[src/rtl/lcd_uart_tx_if.sv]
// Byte handshake between the LCD sequencer and the serial transmitter.
`timescale 1ns / 1ps

interface lcd_uart_tx_if;
  logic [7:0] tx_data;
  logic       tx_valid;
  logic       tx_ready;

  modport master (
    output tx_data,
    output tx_valid,
    input  tx_ready
  );

  modport slave (
    input  tx_data,
    input  tx_valid,
    output tx_ready
  );
endinterface

[src/rtl/lcd_uart_tx.sv]
// 8N1 serial transmitter for the serial LCD, LSB first, idle high.
// The baud square wave is sampled as data in the clk_50 domain; each of its rising
// edges becomes a one-cycle tick that advances the frame by one bit.
// A small byte FIFO lets the sequencer stream strings back-to-back.
`timescale 1ns / 1ps

module lcd_uart_tx #(
  parameter int unsigned FIFO_DEPTH = 8,
  parameter int unsigned STOP_BITS  = 1
) (
  input  logic                          clk_50,
  input  logic                          rst_n,
  input  logic                          clk_9p6k,
  lcd_uart_tx_if.slave                  tx_bus,
  output logic                          txd,
  output logic                          busy,
  output logic [$clog2(FIFO_DEPTH):0]   fifo_count
);

  localparam int unsigned PtrW = $clog2(FIFO_DEPTH);
  localparam int unsigned CntW = PtrW + 1;

  typedef enum logic [1:0] {StIdle, StStart, StData, StStop} state_e;

  // Baud synchronizer and edge detect.
  logic s1_q, s2_q, s3_q;
  logic tick;

  // FIFO storage and bookkeeping.
  logic [7:0]      mem_q [FIFO_DEPTH];
  logic [PtrW-1:0] wr_ptr_q, rd_ptr_q;
  logic [CntW-1:0] count_q, count_d;
  logic            tx_ready;
  logic            push, pop;
  logic            have_byte;

  // Frame engine.
  state_e     state_q, state_d;
  logic       txd_q, txd_d;
  logic [7:0] shift_q, shift_d;
  logic [2:0] bit_idx_q, bit_idx_d;
  logic       stop_cnt_q, stop_cnt_d;
  logic       last_stop;

  // Three-flop chain on the asynchronous baud level; s3 only delays s2 for the edge detect.
  always_ff @(posedge clk_50 or negedge rst_n) begin
    if (!rst_n) begin
      s1_q <= 1'b0;
      s2_q <= 1'b0;
      s3_q <= 1'b0;
    end else begin
      s1_q <= clk_9p6k;
      s2_q <= s1_q;
      s3_q <= s2_q;
    end
  end

  assign tick = s2_q & ~s3_q;

  // Ready and pop eligibility come from the registered count only, so a full FIFO
  // refuses a write even when a pop happens in the same cycle.
  assign tx_ready        = (count_q < CntW'(FIFO_DEPTH));
  assign tx_bus.tx_ready = tx_ready;
  assign push            = tx_bus.tx_valid & tx_ready;
  assign have_byte       = (count_q != '0);

  // Occupancy next-state: push and pop together leave the count unchanged.
  always_comb begin
    count_d = count_q;
    if (push && !pop) begin
      count_d = count_q + CntW'(1);
    end else if (!push && pop) begin
      count_d = count_q - CntW'(1);
    end
  end

  // FIFO pointers and count; pointers wrap naturally since the depth is a power of 2.
  always_ff @(posedge clk_50 or negedge rst_n) begin
    if (!rst_n) begin
      wr_ptr_q <= '0;
      rd_ptr_q <= '0;
      count_q  <= '0;
    end else begin
      if (push) wr_ptr_q <= wr_ptr_q + PtrW'(1);
      if (pop)  rd_ptr_q <= rd_ptr_q + PtrW'(1);
      count_q <= count_d;
    end
  end

  // Byte storage; contents are don't-care after reset because the pointers are cleared.
  always_ff @(posedge clk_50) begin
    if (push) begin
      mem_q[wr_ptr_q] <= tx_bus.tx_data;
    end
  end

  assign last_stop = (stop_cnt_q == 1'(STOP_BITS - 1));

  // Frame sequencing: every transition and txd change happens only in a tick cycle.
  always_comb begin
    state_d    = state_q;
    txd_d      = txd_q;
    shift_d    = shift_q;
    bit_idx_d  = bit_idx_q;
    stop_cnt_d = stop_cnt_q;
    pop        = 1'b0;
    if (tick) begin
      unique case (state_q)
        StIdle: begin
          if (have_byte) begin
            pop     = 1'b1;
            shift_d = mem_q[rd_ptr_q];
            txd_d   = 1'b0;
            state_d = StStart;
          end
        end
        StStart: begin
          txd_d     = shift_q[0];
          bit_idx_d = 3'd0;
          state_d   = StData;
        end
        StData: begin
          if (bit_idx_q != 3'd7) begin
            txd_d     = shift_q[bit_idx_q + 3'd1];
            bit_idx_d = bit_idx_q + 3'd1;
          end else begin
            txd_d      = 1'b1;
            stop_cnt_d = 1'b0;
            state_d    = StStop;
          end
        end
        StStop: begin
          if (!last_stop) begin
            stop_cnt_d = stop_cnt_q + 1'b1;
          end else if (have_byte) begin
            // Chain straight into the next start bit with no idle period.
            pop     = 1'b1;
            shift_d = mem_q[rd_ptr_q];
            txd_d   = 1'b0;
            state_d = StStart;
          end else begin
            state_d = StIdle;
          end
        end
        default: state_d = StIdle;
      endcase
    end
  end

  // Frame state registers; txd resets high so the line idles during reset.
  always_ff @(posedge clk_50 or negedge rst_n) begin
    if (!rst_n) begin
      state_q    <= StIdle;
      txd_q      <= 1'b1;
      shift_q    <= 8'h00;
      bit_idx_q  <= 3'd0;
      stop_cnt_q <= 1'b0;
    end else begin
      state_q    <= state_d;
      txd_q      <= txd_d;
      shift_q    <= shift_d;
      bit_idx_q  <= bit_idx_d;
      stop_cnt_q <= stop_cnt_d;
    end
  end

  assign txd        = txd_q;
  assign busy       = (state_q != StIdle);
  assign fifo_count = count_q;

endmodule
[src/flat_wrapper.sv]
// flat-port wrapper written by rule: the top's interface ports become plain ports
module lcd_uart_tx_flat 
#(
  parameter int unsigned FIFO_DEPTH = 8,
  parameter int unsigned STOP_BITS  = 1
)
  (clk_50, rst_n, clk_9p6k, txd, busy, fifo_count, tx_bus_tx_data, tx_bus_tx_valid, tx_bus_tx_ready);
  lcd_uart_tx_if tx_bus_i ();
  input  logic clk_50;
  input  logic rst_n;
  input  logic clk_9p6k;
  output logic txd;
  output logic busy;
  output logic [$clog2(FIFO_DEPTH):0] fifo_count;
  input wire logic [$bits(tx_bus_i.tx_data)-1:0] tx_bus_tx_data;
  input wire logic [$bits(tx_bus_i.tx_valid)-1:0] tx_bus_tx_valid;
  output wire logic [$bits(tx_bus_i.tx_ready)-1:0] tx_bus_tx_ready;
  assign tx_bus_i.tx_data = tx_bus_tx_data;
  assign tx_bus_i.tx_valid = tx_bus_tx_valid;
  assign tx_bus_tx_ready = tx_bus_i.tx_ready;
  lcd_uart_tx #(.FIFO_DEPTH(FIFO_DEPTH), .STOP_BITS(STOP_BITS)) u_core (.clk_50(clk_50), .rst_n(rst_n), .clk_9p6k(clk_9p6k), .tx_bus(tx_bus_i), .txd(txd), .busy(busy), .fifo_count(fifo_count));
endmodule
[config.mk]
export PLATFORM = sky130hd
export DESIGN_NAME = lcd_uart_tx_flat
export DESIGN_NICKNAME = d
export VERILOG_FILES = /design/src/rtl/lcd_uart_tx_if.sv /design/src/rtl/lcd_uart_tx.sv /design/src/flat_wrapper.sv
export SDC_FILE = /design/constraint.sdc
export NUM_CORES = 1
export LEC_CHECK = 0
export CORE_MARGIN = 2
export CORE_UTILIZATION = 53
export CTS_CLUSTER_DIAMETER = 60
export DETAILED_ROUTE_END_ITERATION = 16
export PLACE_DENSITY = 0.82
export SETUP_SLACK_MARGIN = 0.5
export SYNTH_ARGS = -nofsm -noshare
export SYNTH_HDL_FRONTEND = slang
export SYNTH_SLANG_ARGS = --single-unit
[constraint.sdc]
create_clock -name clk_50 -period 3.3 [get_ports clk_50]
set_clock_uncertainty 0.2 [all_clocks]
set_input_delay 0.66 -clock clk_50 [delete_from_list [all_inputs] [get_ports clk_50]]
set_output_delay 0.66 -clock clk_50 [all_outputs]
set_load 0.03 [all_outputs]
## Word level (Yosys, flattened, before mapping)

Memories as Yosys holds them, arrays and structs flattened.
Index checks and enable logic that the tools add are counted.
Widths: inputs -> output; s select.

- Magnitude comparators: 2
- Add/sub/neg operators: 6
- Equal/unequal tests: 8
- Bitwise gates (word level): 3
- Reduce and logical (&&, ||, !) cells: 16
- Muxes and demuxes: 27

Operator list:

| cell | count |
|---|---|
| $mux 8 | 2 |
| $pmux 8 s2 | 1 |
| $mux 1 | 12 |
| $reduce_bool 2->1 | 5 |
| $add 3x1->3 const B | 3 |
| $reduce_and 3->1 | 3 |
| $mux 4 | 2 |
| $pmux 2 s4 | 1 |
| $mux 2 | 3 |
| $pmux 3 s2 | 1 |
| $add 4x1->4 const B | 1 |
| $eq 2x2->1 const B | 2 |
| $lt 3x4->1 const B | 1 |
| $lt 4x4->1 const B | 1 |
| $ne 2x1->1 const B | 2 |
| $ne 2x2->1 const B | 2 |
| $pmux 1 s2 | 2 |
| $pmux 1 s4 | 1 |
| $reduce_and 4->1 | 1 |
| $reduce_bool 4->1 | 1 |
| $sub 4x1->4 const B | 1 |
| $bmux 1 s3 | 1 |
| $mux 3 | 1 |
| $ne 3x3->1 const B | 1 |
| other kinds (8) | 11 |

- Memories: 1
- Word-level logic and storage cells: 74
- Register bits: 28
- RAM bits: 64
- Output and inout port bits: 7

Memories:

| name | words | width | rd ports | clocked after memory_dff | write ports | RTL line | RTL |
|---|---|---|---|---|---|---|---|
| u_core.mem_q | 8 | 8 | 1 | 0 | 1 | lcd_uart_tx.sv:30 | `logic [7:0] mem_q [FIFO_DEPTH];` |

## Depth between registers and ports, before layout

- Depth after elaboration: 8
- Depth in mapped cells: 12
- Depth with buffers taken out: 11

## Least setup slack after synthesis

OpenSTA, ideal clock, no wires.

- Kind: register to register
- From: reg u_core.state_q[0]
- To: reg u_core.count_q[3], in the netlist u_core.fifo_count[3]
- Data required time: 2.964 ns
- Arrival time: 2.786 ns
- Path buffers: 1
- Cell stages (with the launch flop): 12
- Slack: 0.178 ns
- Period minus slack after synthesis: 3.122 ns
- Cell sequence: dfrtp_1 inv_1 ha_1 or3_1 buf_2 or2_4 ha_1 inv_1 ha_1 a21o_1 a2111oi_0 o31ai_1

- Cells in the longest elaborated chain, start to end: 6
- Elaborated cells on any way between the ends: 9

Ends and longest elaborated chain:

| element | RTL line | RTL |
|---|---|---|
| start: declaration | lcd_uart_tx.sv:38 | `state_e state_q, state_d;` |
| start signal: assignment | lcd_uart_tx.sv:153 | `state_q <= StIdle;` |
| start signal: assignment | lcd_uart_tx.sv:159 | `state_q <= state_d;` |
| $eq 2x2->1 / $logic_not 2->1 (equally long branches) | lcd_uart_tx.sv:108 | `unique case (state_q)` |
| $pmux 1 s2 * | lcd_uart_tx.sv:108 |  |
| $mux 1 * | lcd_uart_tx.sv:107 | `if (tick) begin` |
| $logic_not 1->1 | lcd_uart_tx.sv:70 | `if (push && !pop) begin` |
| $logic_and 1x1->1 | lcd_uart_tx.sv:70 |  |
| $mux 4 / $reduce_bool 2->1 (equally long branches) | -- |  |
| end signal: assignment | lcd_uart_tx.sv:86 | `count_q <= count_d;` |
| end: declaration | lcd_uart_tx.sv:32 | `logic [CntW-1:0] count_q, count_d;` |

Mark *: on every way between the ends. The rest lies on a longest branch, timed or not.
A chain may end at the register's enable or synchronous reset.

## Worst setup path after layout

Same ends and word-level chain as after synthesis.

==> impl_metrics.yaml <==
status:
  status: "finished, final reports clean"
clocking:
  cts_root_buf: "clkbuf_8"
  htreeDepth: 3
  clkLatencyLatePin_ns: 0.37
  path_clk_slew_ns: 0.10
  cts_buffers: 9
  cts_sinks: 91
  cts.path.max_buffers: 2
  cts_tree: "yes"
worst_setup_path:
  end_kind: "flop"
  cp.required_ns: 3.36
  crit_type: "reg -> reg"
  start_kind: "flop"
  cp_max_fo: 5
  cp.arrival_ns: 2.82
finish:
  final_util: 0.6467
  fillers: 501
  nets: 287
  layout_commonest_cell: "edfxtp_1"
  area.growth.synth_to_final_pct: 16.59
  instances_no_fill: 363
  antenna_cells: 0
  layout-drive-gt1-share: 0.2360
  final_cell_mix: "64 x edfxtp_1, 25 x dfrtp_1, 18 x mux4_2, 18 x clkdlybuf4s50_1, 16 x nand2_1"
place:
  hpwl_um: 4136
  place.gp.congestion: 0.7963
  io_buffers: 18
  placed_cells: 344
power:
  ir_worst_vdd_mv: 0.4064
  power_mw: 3.864
  power.density_mw_per_mm2: 865.0
  comb_power_share: 0.353
  p_switching_mw: 1.316
  p_clk_frac: 0.207
  p_int_mw: 2.548
  switching_share: 0.3405
  p_leak_nw: 1.610
  p_seq_frac: 0.440
yosys:
  yosysSeqAreaShare: 0.6783
  synth_cells: 228
  yosys_most_used_dff: "edfxtp_1"
  synthesis.nets: 253
  async_flop_share: 0.2967
  syn_area_mm2: 0.003831
  synth_seq_cells: 91
  yosysWarnings: 0
  synth.avg_cell_area_um2: 16.80
  ys_types: 37
  synth_edf_count: 64
global_route:
  antenna_found_initial: 0
  grt_overflow: 0
  track_usage: 0.1896
  grt_pass1_wl_um: 10560
  grt_max_degree: 28
  grt_pass1_vias: 2028
timing:
  setup_viol: 0
  finalSetupTns_ns: 0
  drv_slew: 0
  max_freq_mhz: 362.3
  tightest_slew_ns: 0.7888
  grt_setup_unrepaired: "yes"
  fin_crit_sh: 0.8365
  slew_headroom: 0.4741
  period_needed_ns: 2.760
  hold_viol: 0
floorplanning:
  initial_core_util: 0.5547
  die_area_mm2: 0.007925
  die_h_um: 89.02
  ios: 19
  fp-row-count: 30
  die_x_um: 89.02
  core_mm2: 0.006907
routing:
  vias: 2032
  first_pass_iters: 4
  wl_um: 6566
  drc_errors: 0
  vias_per_cell: 5.598
  wl_per_cell_um: 18.09
  antenna_left: 0
  drt_iter0_drc: 100
job:
  drv_cap: 0
worst_hold_path:
  hp-class: "reg -> reg"
## power groups by stage
stage,Combinational (mW),Clock (mW),Sequential [mW]
after global routing,1.50,0.865,1.73
final,1.36,0.798,1.70
after floorplan,0.993,0,1.68
after global placement,1.28,0,1.71
after CTS,1.33,0.816,1.70
after detailed placement,1.32,0,1.73
## synthesized netlist by cell type, types with 2 or more instances
cell      instances  area share
nand2b_1          4      0.0065
mux4_2           18        0.11
xnor2_1           5       0.011
nand2_1          16       0.016
nor2_1            9      0.0088
o21ai_0          13       0.017
a22o_1            5       0.011
buf_1             2      0.0020
nor3_1            5      0.0065
a21oi_1           5      0.0065
inv_1             6      0.0059
mux2i_1          10       0.026
clkbuf_1          3      0.0029
buf_2             2      0.0026
edfxtp_1         64        0.50
a211oi_1          2      0.0039
mux2_2            3      0.0088
dfrtp_1          26        0.17
ha_1             12       0.039
## cell families (layout without fill, tap and decap cells)
family / count (synthesis) / count (layout) / synth area share
AO/OA/AOI/OAI: 30 / 30 / 0.04964
flip-flops: 91 / 91 / 0.6783
XOR/XNOR: 6 / 6 / 0.01372
AND/OR/NAND/NOR: 41 / 41 / 0.05258
adder cells (fa/ha/maj): 13 / 13 / 0.04441
buffers and inverters: 15 / 54 / 0.01666
multiplexers: 32 / 32 / 0.1447
## path summary, 6_finish.rpt
| kind | start | to | slack, ns | cells past startpoint |
|---|---|---|---|---|
| max in group asynchronous | rst_n | u_core.txd | 2.15 | 2 |
| worst min register to register | u_core.s1_q | u_core.s2_q | 0.16 | 0 |
| worst max register to register | u_core.state_q[0] | u_core.fifo_count[3] | 0.54 | 11 |
| worst max-delay path | u_core.state_q[0] | u_core.fifo_count[3] | 0.54 | 11 |
| worst min-delay path | u_core.s1_q | u_core.s2_q | 0.16 | 0 |
| min in group asynchronous | rst_n | u_core.shift_q[0] | 0.45 | 2 |
## per-layer routing
metal / wire (um) / global-route usage / share of wire / up-vias
met1: 2827 / 0.2489 / 0.43 / 1016
met2: 3222 / 0.2978 / 0.49 / 60
met4: 176 / 0.07056 / 0.027 / 0
li1: - / - / - / 940
met3: 339 / 0.06556 / 0.052 / 16
met5: 0 / 0 / 0 / -
## critical path, cell delays in order, from the launching register on
cell and delay (ns):
dfrtp_1 0.43, inv_2 0.09, ha_4 0.20, or3_1 0.34
or2_4 0.28, ha_4 0.19, inv_4 0.08, ha_1 0.22
a21o_1 0.21, a21oi_2 0.14, mux2i_1 0.19, o31ai_1 0.09
## repair_timing
item / in CTS / in global routing
hold endpoints to repair: 0 / 0
buffers inserted: 0 / 3
hold buffers: 0 / 0
setup endpoints to repair: 0 / 1
resized for setup: 0 / 1
## per-stage QoR
stage          worst slack, ns  area, um2  hold WS, ns
2_1_floorplan           0.5008       3876       0.1312
3_3_place_gp            0.4941       4212       0.1457
3_5_place_dp            0.4319       4212       0.1388
4_1_cts                 0.5354       4432       0.1682
5_1_grt                 0.4294       4467       0.1804
6_report                0.5397       4467       0.1649
## sequential cells by signal, indices dropped and copies added, names as in the netlist
| name | count |
|---|---|
| u_core.txd | 1 |
| u_core.bit_idx_q | 3 |
| u_core.wr_ptr_q | 3 |
| u_core.rd_ptr_q | 3 |
| u_core.state_q | 2 |
| u_core.shift_q | 8 |
| u_core.mem_q | 64 |
| u_core.s2_q | 1 |
| u_core.s3_q | 1 |
| u_core.fifo_count | 4 |
| u_core.s1_q | 1 |
## layout make-up
cell class,count,area [um2],area share
well taps,96,120.1,0.02689
inverters,6,25.02,0.005602
multi-input cells,122,1216,0.2723
clock buffers,9,123.9,0.02773
flip-flops and latches,91,2600,0.5821
repair buffers,32,285.3,0.06387
clock inverters,7,96.34,0.02157
(Power assumes the default switching activity.)
